## src/rtl/fetch_pkg.sv

```systemverilog
// Shared types and default sizing for the instruction fetch stage.
package fetch_pkg;

  typedef enum logic [1:0] {
    StIdle,
    StReq,
    StLoad,
    StErr
  } fetch_state_e;

  localparam int unsigned FetchAddrW   = 16;
  localparam int unsigned FetchInsnW   = 16;
  localparam int unsigned FetchTimeout = 16;
  localparam logic [15:0] FetchResetPc = 16'h0000;

endpackage

```

## src/rtl/fetch_timer.sv

```systemverilog
// Clearable up-counter; tc flags the last cycle before a memory timeout.
module fetch_timer #(
  parameter int unsigned TIMEOUT = 16
) (
  input  logic clk,
  input  logic rst,
  input  logic clr,
  input  logic en,
  output logic tc
);

  localparam int unsigned CntW = $clog2(TIMEOUT);

  logic [CntW-1:0] count_q;

  always_ff @(posedge clk or posedge rst) begin
    if (rst) begin
      count_q <= '0;
    end else if (clr) begin
      count_q <= '0;
    end else if (en) begin
      count_q <= count_q + 1'b1;
    end
  end

  assign tc = (count_q == CntW'(TIMEOUT - 1));

endmodule

```

## src/rtl/fetch_unit.sv

```systemverilog
// Instruction fetch stage: owns the PC, runs the imem req/ack handshake and
// hands each fetched word to the instruction register with a one-cycle strobe.
module fetch_unit
  import fetch_pkg::*;
#(
  parameter int unsigned         ADDR_W   = FetchAddrW,
  parameter int unsigned         INSN_W   = FetchInsnW,
  parameter logic [ADDR_W-1:0]   RESET_PC = FetchResetPc,
  parameter int unsigned         PC_STEP  = 1,
  parameter int unsigned         TIMEOUT  = FetchTimeout
) (
  input  logic              clk,
  input  logic              rst,
  input  logic              fetch_en,
  input  logic              redirect,
  input  logic [ADDR_W-1:0] redirect_pc,
  output logic              imem_req,
  output logic [ADDR_W-1:0] imem_addr,
  input  logic              imem_ack,
  input  logic [INSN_W-1:0] imem_rdata,
  output logic [INSN_W-1:0] insn_out,
  output logic              ld_ir,
  output logic [ADDR_W-1:0] pc,
  output logic [ADDR_W-1:0] insn_pc,
  output logic              busy,
  output logic              fetch_err
);

  fetch_state_e      state_q;
  logic [ADDR_W-1:0] pc_q;
  logic [ADDR_W-1:0] insn_pc_q;
  logic [INSN_W-1:0] insn_q;
  logic              err_q;
  logic              pend_valid_q;
  logic [ADDR_W-1:0] pend_pc_q;

  logic timer_en;
  logic timer_clr;
  logic timer_tc;

  // Timer only runs in REQ and sits at zero otherwise, so every REQ entry starts fresh.
  assign timer_en  = (state_q == StReq);
  assign timer_clr = !timer_en;

  fetch_timer #(
    .TIMEOUT(TIMEOUT)
  ) u_timer (
    .clk(clk),
    .rst(rst),
    .clr(timer_clr),
    .en (timer_en),
    .tc (timer_tc)
  );

  always_ff @(posedge clk or posedge rst) begin
    if (rst) begin
      state_q      <= StIdle;
      pc_q         <= RESET_PC;
      insn_pc_q    <= '0;
      insn_q       <= '0;
      err_q        <= 1'b0;
      pend_valid_q <= 1'b0;
      pend_pc_q    <= '0;
    end else begin
      case (state_q)
        StIdle: begin
          if (redirect) begin
            pc_q <= redirect_pc;
          end else if (fetch_en) begin
            state_q <= StReq;
          end
        end

        StReq: begin
          if (imem_ack) begin
            pend_valid_q <= 1'b0;
            // A redirect arriving with the ack is the newest target and wins.
            if (redirect) begin
              pc_q    <= redirect_pc;
              state_q <= StIdle;
            end else if (pend_valid_q) begin
              pc_q    <= pend_pc_q;
              state_q <= StIdle;
            end else begin
              insn_q    <= imem_rdata;
              insn_pc_q <= pc_q;
              pc_q      <= pc_q + ADDR_W'(PC_STEP);
              state_q   <= StLoad;
            end
          end else if (timer_tc) begin
            err_q        <= 1'b1;
            pend_valid_q <= 1'b0;
            state_q      <= StErr;
          end else if (redirect) begin
            // Request cannot be withdrawn; remember the target until the ack.
            pend_valid_q <= 1'b1;
            pend_pc_q    <= redirect_pc;
          end
        end

        StLoad: begin
          if (redirect) begin
            pc_q <= redirect_pc;
          end
          state_q <= fetch_en ? StReq : StIdle;
        end

        StErr: begin
          if (redirect) begin
            pc_q    <= redirect_pc;
            err_q   <= 1'b0;
            state_q <= StIdle;
          end
        end

        default: state_q <= StIdle;
      endcase
    end
  end

  assign imem_req  = (state_q == StReq);
  assign imem_addr = pc_q;
  assign ld_ir     = (state_q == StLoad);
  assign busy      = (state_q != StIdle);
  assign pc        = pc_q;
  assign insn_pc   = insn_pc_q;
  assign insn_out  = insn_q;
  assign fetch_err = err_q;

endmodule

```

## config.mk

```make
export PLATFORM = sky130hd
export DESIGN_NAME = fetch_unit
export DESIGN_NICKNAME = d
export VERILOG_FILES = /design/src/rtl/fetch_pkg.sv /design/src/rtl/fetch_timer.sv /design/src/rtl/fetch_unit.sv
export SDC_FILE = /design/constraint.sdc
export NUM_CORES = 1
export LEC_CHECK = 0
export ABC_CLOCK_PERIOD_IN_PS = 3200
export CORE_ASPECT_RATIO = 0.75
export CORE_MARGIN = 2
export CORE_UTILIZATION = 48
export CTS_CLUSTER_SIZE = 10
export DETAILED_ROUTE_END_ITERATION = 10
export PLACE_DENSITY = 0.8
export SLEW_MARGIN = 30
export SYNTH_ARGS = -nofsm -noshare
export SYNTH_HDL_FRONTEND = slang
export SYNTH_SLANG_ARGS = --single-unit
```

## constraint.sdc

```tcl
create_clock -name clk -period 3.2 [get_ports clk]
set_input_delay 0.64 -clock clk [delete_from_list [all_inputs] [get_ports clk]]
set_output_delay 0.64 -clock clk [all_outputs]
set_load 0.01 [all_outputs]
```

==> summary.md, run 1 <==
| Metric | Value |
|---|---|
| Outcome | completed |
| Mean Syn Cell Area | 11.2 sq um |
| Synth async-reset ratio | 100% |
| Post-synthesis sequential area ratio | 49.6% |
| CTS max path bufs | 2 |
| Tmin final | 2510 ps |
| Worst setup SP type | flip-flop |
| Mapped Area | 3630 sq um |
| Pwr dens | 798 nW/um^2 |
| Critical Path Max Stage Delay | 550 ps |
| Ant. Diodes | 0 |
| Finished Cell Area | 4800 sq um |
| Max-Cap Viols | 0 |
| GRT Total Usage | 23.5% |
| Root Buffer | clkbuf_8 |
| Crit-path max FO | 11 |
| Synth warn | 0 |
| Max_slew headroom | 52.2% |
| Clock Sinks | 72 |
| CTS tree | built |
| Final-report setup violation count | 0 |
| R2R Setup Slk | 1220 ps |
| Syn nets | 364 |
| Crit Path Class | flip-flop to primary output |
| CTS Buf Count | 9 |
| Combinational power share | 40.6% |
| Initial Utilization | 49.6% |
| Die Ht | 79.4 microns |
| Number of synthesized flops with an enable pin | 0 |
| LEAKAGE | 0.00195 uW |
| Post-Synthesis Cells | 325 |
| DP Cell Count | 498 |
| Sw frac | 33.5% |
| PostCTS Resize Cnt | 0 |
| Vias in the first global route | 2950 |
| Worst min path class | flip-flop to flip-flop |
| Pins Over Slew Limit | 0 |
| CP arrival | 1870 ps |
| Clock skew | 9.15 ps |
| Largest net degree at the start of global routing | 45 |
| Critical Path RT | 2560 ps |
| Routed Antenna Nets | 0 |
| Slowest CP cell | clkdlybuf4s50_1 |
| IO buf count | 104 |
| F_max | 398 MHz |
| Width of the die | 104 microns |
| Cell Area, Placed | 4620 sq um |
| Psw | 1280 uW |
| Setup tns final | 0 ps |
| Flop pwr share | 41.4% |
| Most frequent cells in the layout | clkdlybuf4s50_1, dfrtp_1, mux2_2, nor2_1, a21oi_1 |
| CTS clock-pin slew for the worst setup and hold paths | 70 ps |
| Drt pass-1 iters | 4 |
| Dpl hpwl | 6520 microns |
| Seq cells post-synth | 72 |
| RSZ-0062 raised after global routing | false |
| Grt ovf | 0 |
| Layout cells sized above 1 | 18.7% |
| Post-CTS setup buffers | 0 |
| Tcrit/Tclk final | 78.5% |
| Worst-margin pin slew | 718 ps |
| Worst-Skew Late Latency | 350 ps |
| Nets@finish | 447 |
| Crit. End Element | primary output |
| FP Rows | 27 |
| WL final | 9100 microns |
| Hold bufs inserted after CTS | 0 |
| IO Pins | 105 |
| Initial DRC Count | 235 |
| Count of non-filler cells in the finished layout | 513 |
| Vias | 2885 |
| VDD IR max | 0.380 mV |
| Pint | 2550 uW |
| Commonest non-fill, non-tap cell in the layout | clkdlybuf4s50_1 |
| Final Hold Vio Count | 0 |
| Full die area | 8290 sq um |
| Routability cong. | 0.830 |
| Routed wire per std cell | 17.7 microns |
| Drt drc | 0 |
| First-pass GRT wire length | 15200 microns |
| Antenna violations before repair | 0 |
| Cell variety after synth | 58 |
| Synth Flop Type | dfrtp_1 |
| Htree depth | 3 |
| Vias per cell | 5.62 |
| Cell breakdown of the critical path | nand2b_2 -> inv_2 -> clkdlybuf4s50_1 |
| Core Region | 7330 sq um |
| Area grow syn2layout | 32.2% |
| Fill cells | 582 |
| Worst hold slack | 471 ps |
| Clock power frac | 18.1% |
## critical path, delay by kind of cell, from the launching register on
family / cells / cell delay (ps)
buf+inv: 2 / 710
flops: 1 / 500
simple gates: 1 / 310
## per-stage QoR
step                power [uW]  utilization, %  setup WS (ps)
floorplan                 2350               -            735
global placement          3090            63.0            578
detailed placement        3160            63.0            511
CTS                       3860            65.5            671
global route              4050            65.5            612
finish                    3830            65.5            687
## synth_stat cells (5+ instances only)
cell     count  area share [%]
buf_2       11             1.5
mux2_2      41              13
dfrtp_1     72              50
nand4_1      5            0.86
nor4_1       5            0.86
nor2_1      20             2.1
a21oi_1     16             2.2
o21ai_0     13             1.8
inv_1        8            0.83
mux2_1       8             2.5
nand3_1     11             1.5
nand2_1     15             1.5
buf_4       19             3.9
## layer usage
metal	vias up	GRT usage, %	wire length [microns]
met5	-	0	0
met4	0	4.46	53
met3	7	7.88	673
met2	125	36.4	4090
met1	1421	32.5	4280
li1	1332	-	-
## layout make-up
class | instances | area, sq um | area share, %
well taps | 101 | 126 | 2.63
repair buffers | 109 | 1090 | 22.7
flip-flops and latches | 72 | 1800 | 37.5
clock buffers | 9 | 124 | 2.58
inverters | 9 | 33.8 | 0.703
multi-input cells | 207 | 1570 | 32.6
clock inverters | 6 | 61.3 | 1.28
## path summary, 6_finish.rpt
check	from	end	depth (start not counted)
max	state_q[1]$_DFFE_PP0P_	imem_req	3
min	u_timer.count_q[0]$_DFF_PP0_	u_timer.count_q[0]$_DFF_PP0_	1
max reg2reg	state_q[1]$_DFFE_PP0P_	imem_addr[7]$_DFFE_PP0P_	4
min reg2reg	u_timer.count_q[0]$_DFF_PP0_	u_timer.count_q[0]$_DFF_PP0_	1
max in group asynchronous	rst	pend_pc_q[6]$_DFFE_PP0P_	3
min in group asynchronous	rst	insn_out[9]$_DFFE_PP0P_	2
## flip-flops by register name, summed over array words and instances (netlist names)
register,cells
insn_out,16
u_timer.count_q,4
state_q,2
pend_valid_q,1
pend_pc_q,16
fetch_err,1
imem_addr,16
insn_pc,16
## logic make-up (layout without fill, tap and decap cells)
| group | Yosys count | in the layout | synth area share [%] |
|---|---|---|---|
| simple gates | 86 | 86 | 13.7 |
| flops | 72 | 72 | 49.6 |
| compound gates | 63 | 63 | 11.6 |
| mux | 50 | 50 | 15.5 |
| buf+inv | 46 | 133 | 7.50 |
| xor+xnor | 6 | 6 | 1.45 |
| fa+ha+maj | 2 | 2 | 0.688 |
## power groups by stage
stage          Clock, uW  Combinational, uW  Sequential (uW)
6_report             693               1550             1580
5_1_grt              742               1670             1640
4_1_cts              707               1570             1580
3_5_place_dp           0               1560             1600
3_3_place_gp           0               1520             1580
2_1_floorplan          0                750             1600
(Power assumes the default switching activity.)
==> run 2, diff against run 1 <==
--- a/config.mk
+++ b/config.mk
@@ -5,13 +5,13 @@
 export SDC_FILE = /design/constraint.sdc
 export NUM_CORES = 1
 export LEC_CHECK = 0
-export ABC_CLOCK_PERIOD_IN_PS = 3200
+export ABC_CLOCK_PERIOD_IN_PS = 2090
 export CORE_ASPECT_RATIO = 0.75
 export CORE_MARGIN = 2
-export CORE_UTILIZATION = 48
+export CORE_UTILIZATION = 43
 export CTS_CLUSTER_SIZE = 10
 export DETAILED_ROUTE_END_ITERATION = 10
-export PLACE_DENSITY = 0.8
+export PLACE_DENSITY = 0.75
 export SLEW_MARGIN = 30
 export SYNTH_ARGS = -nofsm -noshare
 export SYNTH_HDL_FRONTEND = slang
==> constraint.sdc (replaced) <==
create_clock -name clk -period 2.09 [get_ports clk]
set_input_delay 0.418 -clock clk [delete_from_list [all_inputs] [get_ports clk]]
set_output_delay 0.418 -clock clk [all_outputs]
set_load 0.01 [all_outputs]
==> run 2 against run 1 <==
Net effect: global-route usage shrank 2.3 points; core utilization shrank 3.7 points; design area grew 7.4%; via count grew 3.5%; combinational power grew 66%; sequential power grew 49%; highest routed layer unchanged.
==> summary.md, run 2 (synthesized netlist as in run 1, its figures left out) <==
| Metric | Value |
|---|---|
| Outcome | completed |
| Final Hold Vio Count | 0 (unchanged) |
| CP arrival | 1590 ps (-280 ps) |
| Setup tns final | 0 ps (unchanged) |
| Routed Antenna Nets | 0 (unchanged) |
| Routability cong. | 0.836 (+0.71%) |
| Htree depth | 3 (unchanged) |
| Clock power frac | 24.6% (+6.5 points) |
| Pins Over Slew Limit | 0 (unchanged) |
| Routed wire per std cell | 17.0 microns (-4.2%) |
| Tmin final | 2010 ps |
| Critical Path RT | 1670 ps (-890 ps) |
| Vias | 2986 (+3.5%) |
| Initial Utilization | 43.6% (-6.0 points) |
| Flop pwr share | 36.1% (-5.3 points) |
| FP Rows | 29 (+7.4%) |
| Worst min path class | input port to async pin |
| Pint | 4520 uW (+77%) |
| Most frequent cells in the layout | clkdlybuf4s50_1, dfrtp_1, mux2_2, buf_4, nor2_1 |
| Largest net degree at the start of global routing | 33 (-27%) |
| Final-report setup violation count | 0 (unchanged) |
| Initial DRC Count | 175 (-26%) |
| Ant. Diodes | 0 (unchanged) |
| Clock Sinks | 72 (unchanged) |
| Crit-path max FO | 11 (unchanged) |
| Worst-Skew Late Latency | 330 ps (-20 ps) |
| Max_slew headroom | 72.2% (+20 points) |
| VDD IR max | 0.711 mV (+87%) |
| Cell Area, Placed | 4840 sq um (+4.8%) |
| Nets@finish | 470 (+5.1%) |
| Clock skew | 5.20 ps (-3.95 ps) |
| Max-Cap Viols | 0 (unchanged) |
| CTS max path bufs | 2 (unchanged) |
| Worst hold slack | 423 ps (-47.5 ps) |
| CTS Buf Count | 9 (unchanged) |
| IO buf count | 104 (unchanged) |
| CTS tree | built |
| IO Pins | 105 (unchanged) |
| Dpl hpwl | 6760 microns (+3.6%) |
| Antenna violations before repair | 0 (unchanged) |
| Commonest non-fill, non-tap cell in the layout | clkdlybuf4s50_1 |
| Crit. End Element | primary output |
| RSZ-0062 raised after global routing | false |
| First-pass GRT wire length | 15100 microns (-0.63%) |
| Pwr dens | 1270 nW/um^2 (+59%) |
| F_max | 497 MHz |
| Fill cells | 692 (+19%) |
| Worst-margin pin slew | 418 ps (-300 ps) |
| Total power draw | 6550 uW (+71%) |
| Worst setup SP type | flip-flop |
| LEAKAGE | 0.00214 uW (+9.4%) |
| Layout cells sized above 1 | 23.2% (+4.5 points) |
| Area grow syn2layout | 42.0% |
| Drt pass-1 iters | 4 (unchanged) |
| Full die area | 9210 sq um (+11%) |
| Post-CTS setup buffers | 0 (unchanged) |
| Grt ovf | 0 (unchanged) |
| CTS clock-pin slew for the worst setup and hold paths | 60 ps (about the same) |
| Combinational power share | 39.3% (-1.3 points) |
| Die Ht | 83.6 microns (+5.4%) |
| WL final | 9240 microns (+1.5%) |
| Finished Cell Area | 5160 sq um (+7.4%) |
| Root Buffer | clkbuf_16 |
| Drt drc | 0 (unchanged) |
| Crit Path Class | flip-flop to primary output |
| Tcrit/Tclk final | 96.2% |
| Vias per cell | 5.49 (-2.4%) |
| Vias in the first global route | 2993 (+1.5%) |
| GRT Total Usage | 21.2% (-2.3 points) |
| Sw frac | 31.0% (-2.5 points) |
| Psw | 2030 uW (+58%) |
| Core Region | 8350 sq um (+14%) |
| Width of the die | 110 microns (+5.4%) |
[run 2: power groups by stage]
stage / clock network, uW / logic, uW / registers, uW
5_1_grt: 1710 / 2770 / 2440
6_report: 1610 / 2570 / 2360
3_5_place_dp: 0 / 2580 / 2380
4_1_cts: 1640 / 2590 / 2360
2_1_floorplan: 0 / 1150 / 2450
3_3_place_gp: 0 / 2520 / 2340
[run 2: layout make-up]
cell class	count	area, sq um	area share (%)
inverters	9	37.5	0.727
multi-input cells	207	1570	30.3
flip-flops and latches	72	1800	35.0
clock buffers	11	233	4.51
well taps	108	135	2.62
repair buffers	132	1300	25.3
clock inverters	5	81.3	1.58
[run 2: path summary, 6_finish.rpt]
kind	from	end	slack, ps	depth (start not counted)
max	state_q[0]$_DFFE_PP0P_	busy	80	2
min	rst	insn_out[13]$_DFFE_PP0P_	420	2
max reg2reg	state_q[1]$_DFFE_PP0P_	imem_addr[11]$_DFFE_PP0P_	170	6
min reg2reg	u_timer.count_q[0]$_DFF_PP0_	u_timer.count_q[0]$_DFF_PP0_	460	1
max in group asynchronous	rst	state_q[0]$_DFFE_PP0P_	1180	3
min in group clk	u_timer.count_q[0]$_DFF_PP0_	u_timer.count_q[0]$_DFF_PP0_	460	1
[run 2: stage by stage]
stage | cells | util, % | setup WS [ps]
after floorplan | 325 | - | 346
after detailed placement | 528 | 58.0 | 14.0
final | 544 | 61.8 | 79.2
after global routing | 544 | 61.8 | 16.1
after CTS | 544 | 61.8 | 1.95
after global placement | 528 | 58.0 | 65.1
[run 2: critical path, cell delays in order (launching register included)]
cell and delay (ps):
dfrtp_2 470, or2_2 310, clkdlybuf4s50_1 480
[run 2: layer usage]
| metal | GRT usage [%] | wire length (microns) | vias to the layer above |
|---|---|---|---|
| met1 | 29.5 | 4130 | 1483 |
| met4 | 6.59 | 161 | 0 |
| li1 | - | - | 1377 |
| met2 | 32.8 | 4360 | 110 |
| met3 | 4.84 | 590 | 16 |
| met5 | 0 | 0 | - |
[run 2: what timing repair did]
action,CTS,global route
resized for setup,0,3
endpoints found under the setup margin,0,2
hold buffers,0,0
==> run 3, diff against run 2 <==
--- a/config.mk
+++ b/config.mk
@@ -5,13 +5,15 @@
 export SDC_FILE = /design/constraint.sdc
 export NUM_CORES = 1
 export LEC_CHECK = 0
+export ABC_AREA = 1
 export ABC_CLOCK_PERIOD_IN_PS = 2090
 export CORE_ASPECT_RATIO = 0.75
 export CORE_MARGIN = 2
 export CORE_UTILIZATION = 43
 export CTS_CLUSTER_SIZE = 10
 export DETAILED_ROUTE_END_ITERATION = 10
-export PLACE_DENSITY = 0.75
+export PLACE_DENSITY = 0.76
+export SETUP_SLACK_MARGIN = 0.3
 export SLEW_MARGIN = 30
 export SYNTH_ARGS = -nofsm -noshare
 export SYNTH_HDL_FRONTEND = slang
==> run 3 against run 2 <==
Net effect: register-to-register slack improved by 280 ps; combinational power rose by 57%; routed wire length rose by 5.6%; maximum frequency rose by 14%.
==> summary.md, run 3 <==
| Metric | Value |
|---|---|
| Post-Place Setup Slack | 147 ps (+132 ps) |
| Post-synthesis sequential area ratio | 50.1% (+0.55 points) |
| Worst min path class | flip-flop to flip-flop |
| Cell Area, Placed | 4640 sq um (-4.2%) |
| Grt ovf | 0 (unchanged) |
| Delay-heaviest family, CP | buffers and inverters |
| Post-Synthesis Cells | 413 (+27%) |
| Count of non-filler cells in the finished layout | 630 (+16%) |
| Syn nets | 452 (+24%) |
| Root Buffer | clkbuf_8 |
| Crit Path Class | flip-flop to primary output |
| Most frequent cells in the layout | clkdlybuf4s50_1, nand2_1, dfrtp_1, o21ai_0, inv_1 |
| Vias | 3273 (+9.6%) |
| Fill cells | 652 (-5.8%) |
| First-pass GRT wire length | 15700 microns (+4.2%) |
| IO buf count | 104 (unchanged) |
| Critical Path RT | 1670 ps (about the same) |
| Critical path startpoint | imem_addr[9]$_DFFE_PP0P_ |
| Seq cells post-synth | 72 (unchanged) |
| Critical Path Max Stage Delay | 550 ps (+70 ps) |
| Htree depth | 3 (unchanged) |
| Combinational power share | 50.4% (+11 points) |
| Full die area | 9110 sq um (-1.1%) |
| Vias in the first global route | 3122 (+4.3%) |
| Tcrit/Tclk final | 84.3% (-12 points) |
| Nets@finish | 559 (+19%) |
| Worst Hold Path EP | u_timer.count_q[0]$_DFF_PP0_ |
| CTS max path bufs | 2 (unchanged) |
| Synth async-reset ratio | 100% (unchanged) |
| R2R Setup Slk | 450 ps (+280 ps) |
| Commonest cells in the netlist | nand2_1, dfrtp_1, o21ai_0 |
| Commonest non-fill, non-tap cell in the layout | clkdlybuf4s50_1 |
| CTS tree | built |
| Max_slew headroom | 65.4% (-6.7 points) |
| Initial Utilization | 45.0% (+1.4 points) |
| WL final | 9760 microns (+5.6%) |
| Pwr dens | 1580 nW/um^2 (+25%) |
| Mean Syn Cell Area | 8.70 sq um (-22%) |
| CTS Buf Count | 9 (unchanged) |
| Sw frac | 37.6% (+6.6 points) |
| FF-to-FF End | insn_out[11]$_DFFE_PP0P_ |
| Final-report setup violation count | 0 (unchanged) |
| Core Region | 7990 sq um (-4.3%) |
| Area contributors post-synth | dfrtp_1, nand2_1, o21ai_0, a21oi_1, inv_1 |
| Initial DRC Count | 292 (+67%) |
| Area leader, netlist | dfrtp_1 |
| Clock power frac | 17.1% (-7.5 points) |
| Crit-path max FO | 7 (-4) |
| Area share of the leading cell type in the synthesized netlist | 50.1% (+0.55 points) |
| CTS clock-pin slew for the worst setup and hold paths | 70 ps (about the same) |
| Dpl hpwl | 7030 microns (+4.0%) |
| Cell breakdown of the critical path | clkdlybuf4s50_1 |
| FP Rows | 28 (-3.4%) |
| F_max | 568 MHz (+14%) |
| Worst-margin pin slew | 518 ps (+101 ps) |
| Tmin final | 1760 ps (-250 ps) |
| CP arrival | 1340 ps (-250 ps) |
| Drt pass-1 iters | 5 (+1) |
| VDD IR max | 0.617 mV (-13%) |
| LEAKAGE | 0.00236 uW (+10%) |
| Cell variety after synth | 28 (-52%) |
| Routed wire per std cell | 15.5 microns (-8.8%) |
| IO Pins | 105 (unchanged) |
| Pint | 4990 uW (+10%) |
| R2r startpoint | state_q[0]$_DFFE_PP0P_ |
| Post-route worst setup slack | 329 ps (+250 ps) |
| Synth warn | 0 (unchanged) |
| Slowest CP cell | clkdlybuf4s50_1 |
| Psw | 3010 uW (+48%) |
| Hold_sp | u_timer.count_q[0]$_DFF_PP0_ |
| Setup tns final | 0 ps (unchanged) |
| Worst-Skew Late Latency | 350 ps (+20 ps) |
| Clock Sinks | 72 (unchanged) |
| Crit. End Element | primary output |
| RSZ-0062 raised after global routing | false |
| Pins Over Slew Limit | 0 (unchanged) |
| GRT Total Usage | 22.4% (+1.2 points) |
| Mapped Area | 3590 sq um (-1.1%) |
| Ant. Diodes | 0 (unchanged) |
| Flop pwr share | 32.4% (-3.7 points) |
| Worst setup SP type | flip-flop |
| DP Cell Count | 597 (+13%) |
| CP Buf/Inv Count | 1 (unchanged) |
| Number of synthesized flops with an enable pin | 0 (unchanged) |
| Outcome | completed |
| Final Hold Vio Count | 0 (unchanged) |
| Routability cong. | 0.844 (+0.91%) |
| Clock skew | 3.92 ps (-1.28 ps) |
| Routed Antenna Nets | 0 (unchanged) |
| Area grow syn2layout | 40.6% |
| Antenna violations before repair | 0 (unchanged) |
| Vias per cell | 5.20 (-5.4%) |
| Width of the die | 110 microns (-0.53%) |
| Die Ht | 83.2 microns (-0.53%) |
| Largest net degree at the start of global routing | 47 (+42%) |
| Drt drc | 0 (unchanged) |
| Synth Flop Type | dfrtp_1 |
| Most numerous cell in the Yosys netlist | nand2_1 |
| Max-Cap Viols | 0 (unchanged) |
| Total power draw | 8010 uW (+22%) |
| Layout cells sized above 1 | 15.2% (-7.9 points) |
| Hold Path Cell Cnt | 1 |
| Finished Cell Area | 5050 sq um (-2.1%) |
| R2r worst-path depth | 7 (+1) |
==> run 3: cell types whose count changed in the layout (fill, tap and decap cells not counted), sizes merged, moves of 8 or more <==
cell and delta:
nor2 +16, a21oi +22, inv +41, nor4 -9, clkdlybuf4s50 -9, nand2 +60, o21ai +36, mux2 -31
nand3 +8
==> run 3: worst max path at each step <==
stage / end / slack (ps) / depth (start not counted)
floorplan: insn_out[0]$_DFFE_PP0P_ / 590 / 5
detailed placement: insn_out[11]$_DFFE_PP0P_ / 150 / 5
global placement: insn_out[14]$_DFFE_PP0P_ / 190 / 5
finish: imem_addr[9] / 330 / 1
global route: imem_addr[9] / 300 / 1
CTS: imem_addr[6] / 310 / 1
==> run 3: what timing repair did <==
| action | in CTS | in global routing |
|---|---|---|
| buffers inserted | 11 | 6 |
| pin swaps | 1 | 2 |
| endpoints found under the setup margin | 34 | 38 |
| hold buffers | 0 | 0 |
| gates resized for setup | 19 | 10 |
==> run 3: per-stage QoR <==
stage	hold WS (ps)	utilization, %
CTS	487	62.4
global placement	449	58.1
detailed placement	475	58.1
finish	474	63.3
global route	508	63.3
floorplan	429	-
==> run 3: cell type report <==
type	instances	area (sq um)	share of cell area, %
Clock inverter	5	103	2.03
Timing Repair Buffer	128	1250	24.8
Multi-Input combinational cell	259	1400	27.8
Tap cell	105	131	2.60
Sequential cell	72	1820	36.0
Inverter	50	191	3.79
Clock buffer	11	151	3.00
==> run 3: power by group through the flow <==
stage	clock network [uW]	registers, uW	logic (uW)
after CTS	1400	2600	3930
after floorplan	0	2710	1930
after global placement	0	2640	3540
after global routing	1460	2670	4410
after detailed placement	0	2670	3660
final	1370	2600	4040
==> run 3: kinds of logic after synthesis <==
| logic type | share of synthesized area (%) |
|---|---|
| flops | 50.1 |
| simple gates | 16.1 |
| buf+inv | 11.1 |
| compound gates | 15.0 |
| fa+ha+maj | 0.696 |
| xor+xnor | 0.244 |
| mux | 6.68 |
==> run 3: metal layers <==
metal  track usage, %  wire length (microns)  vias up
li1                 -                      -     1551
met1             32.3                   4370     1570
met2             33.3                   4470      145
met3             6.28                    854        7
met4             5.64                     66        0
met5                0                      0        -
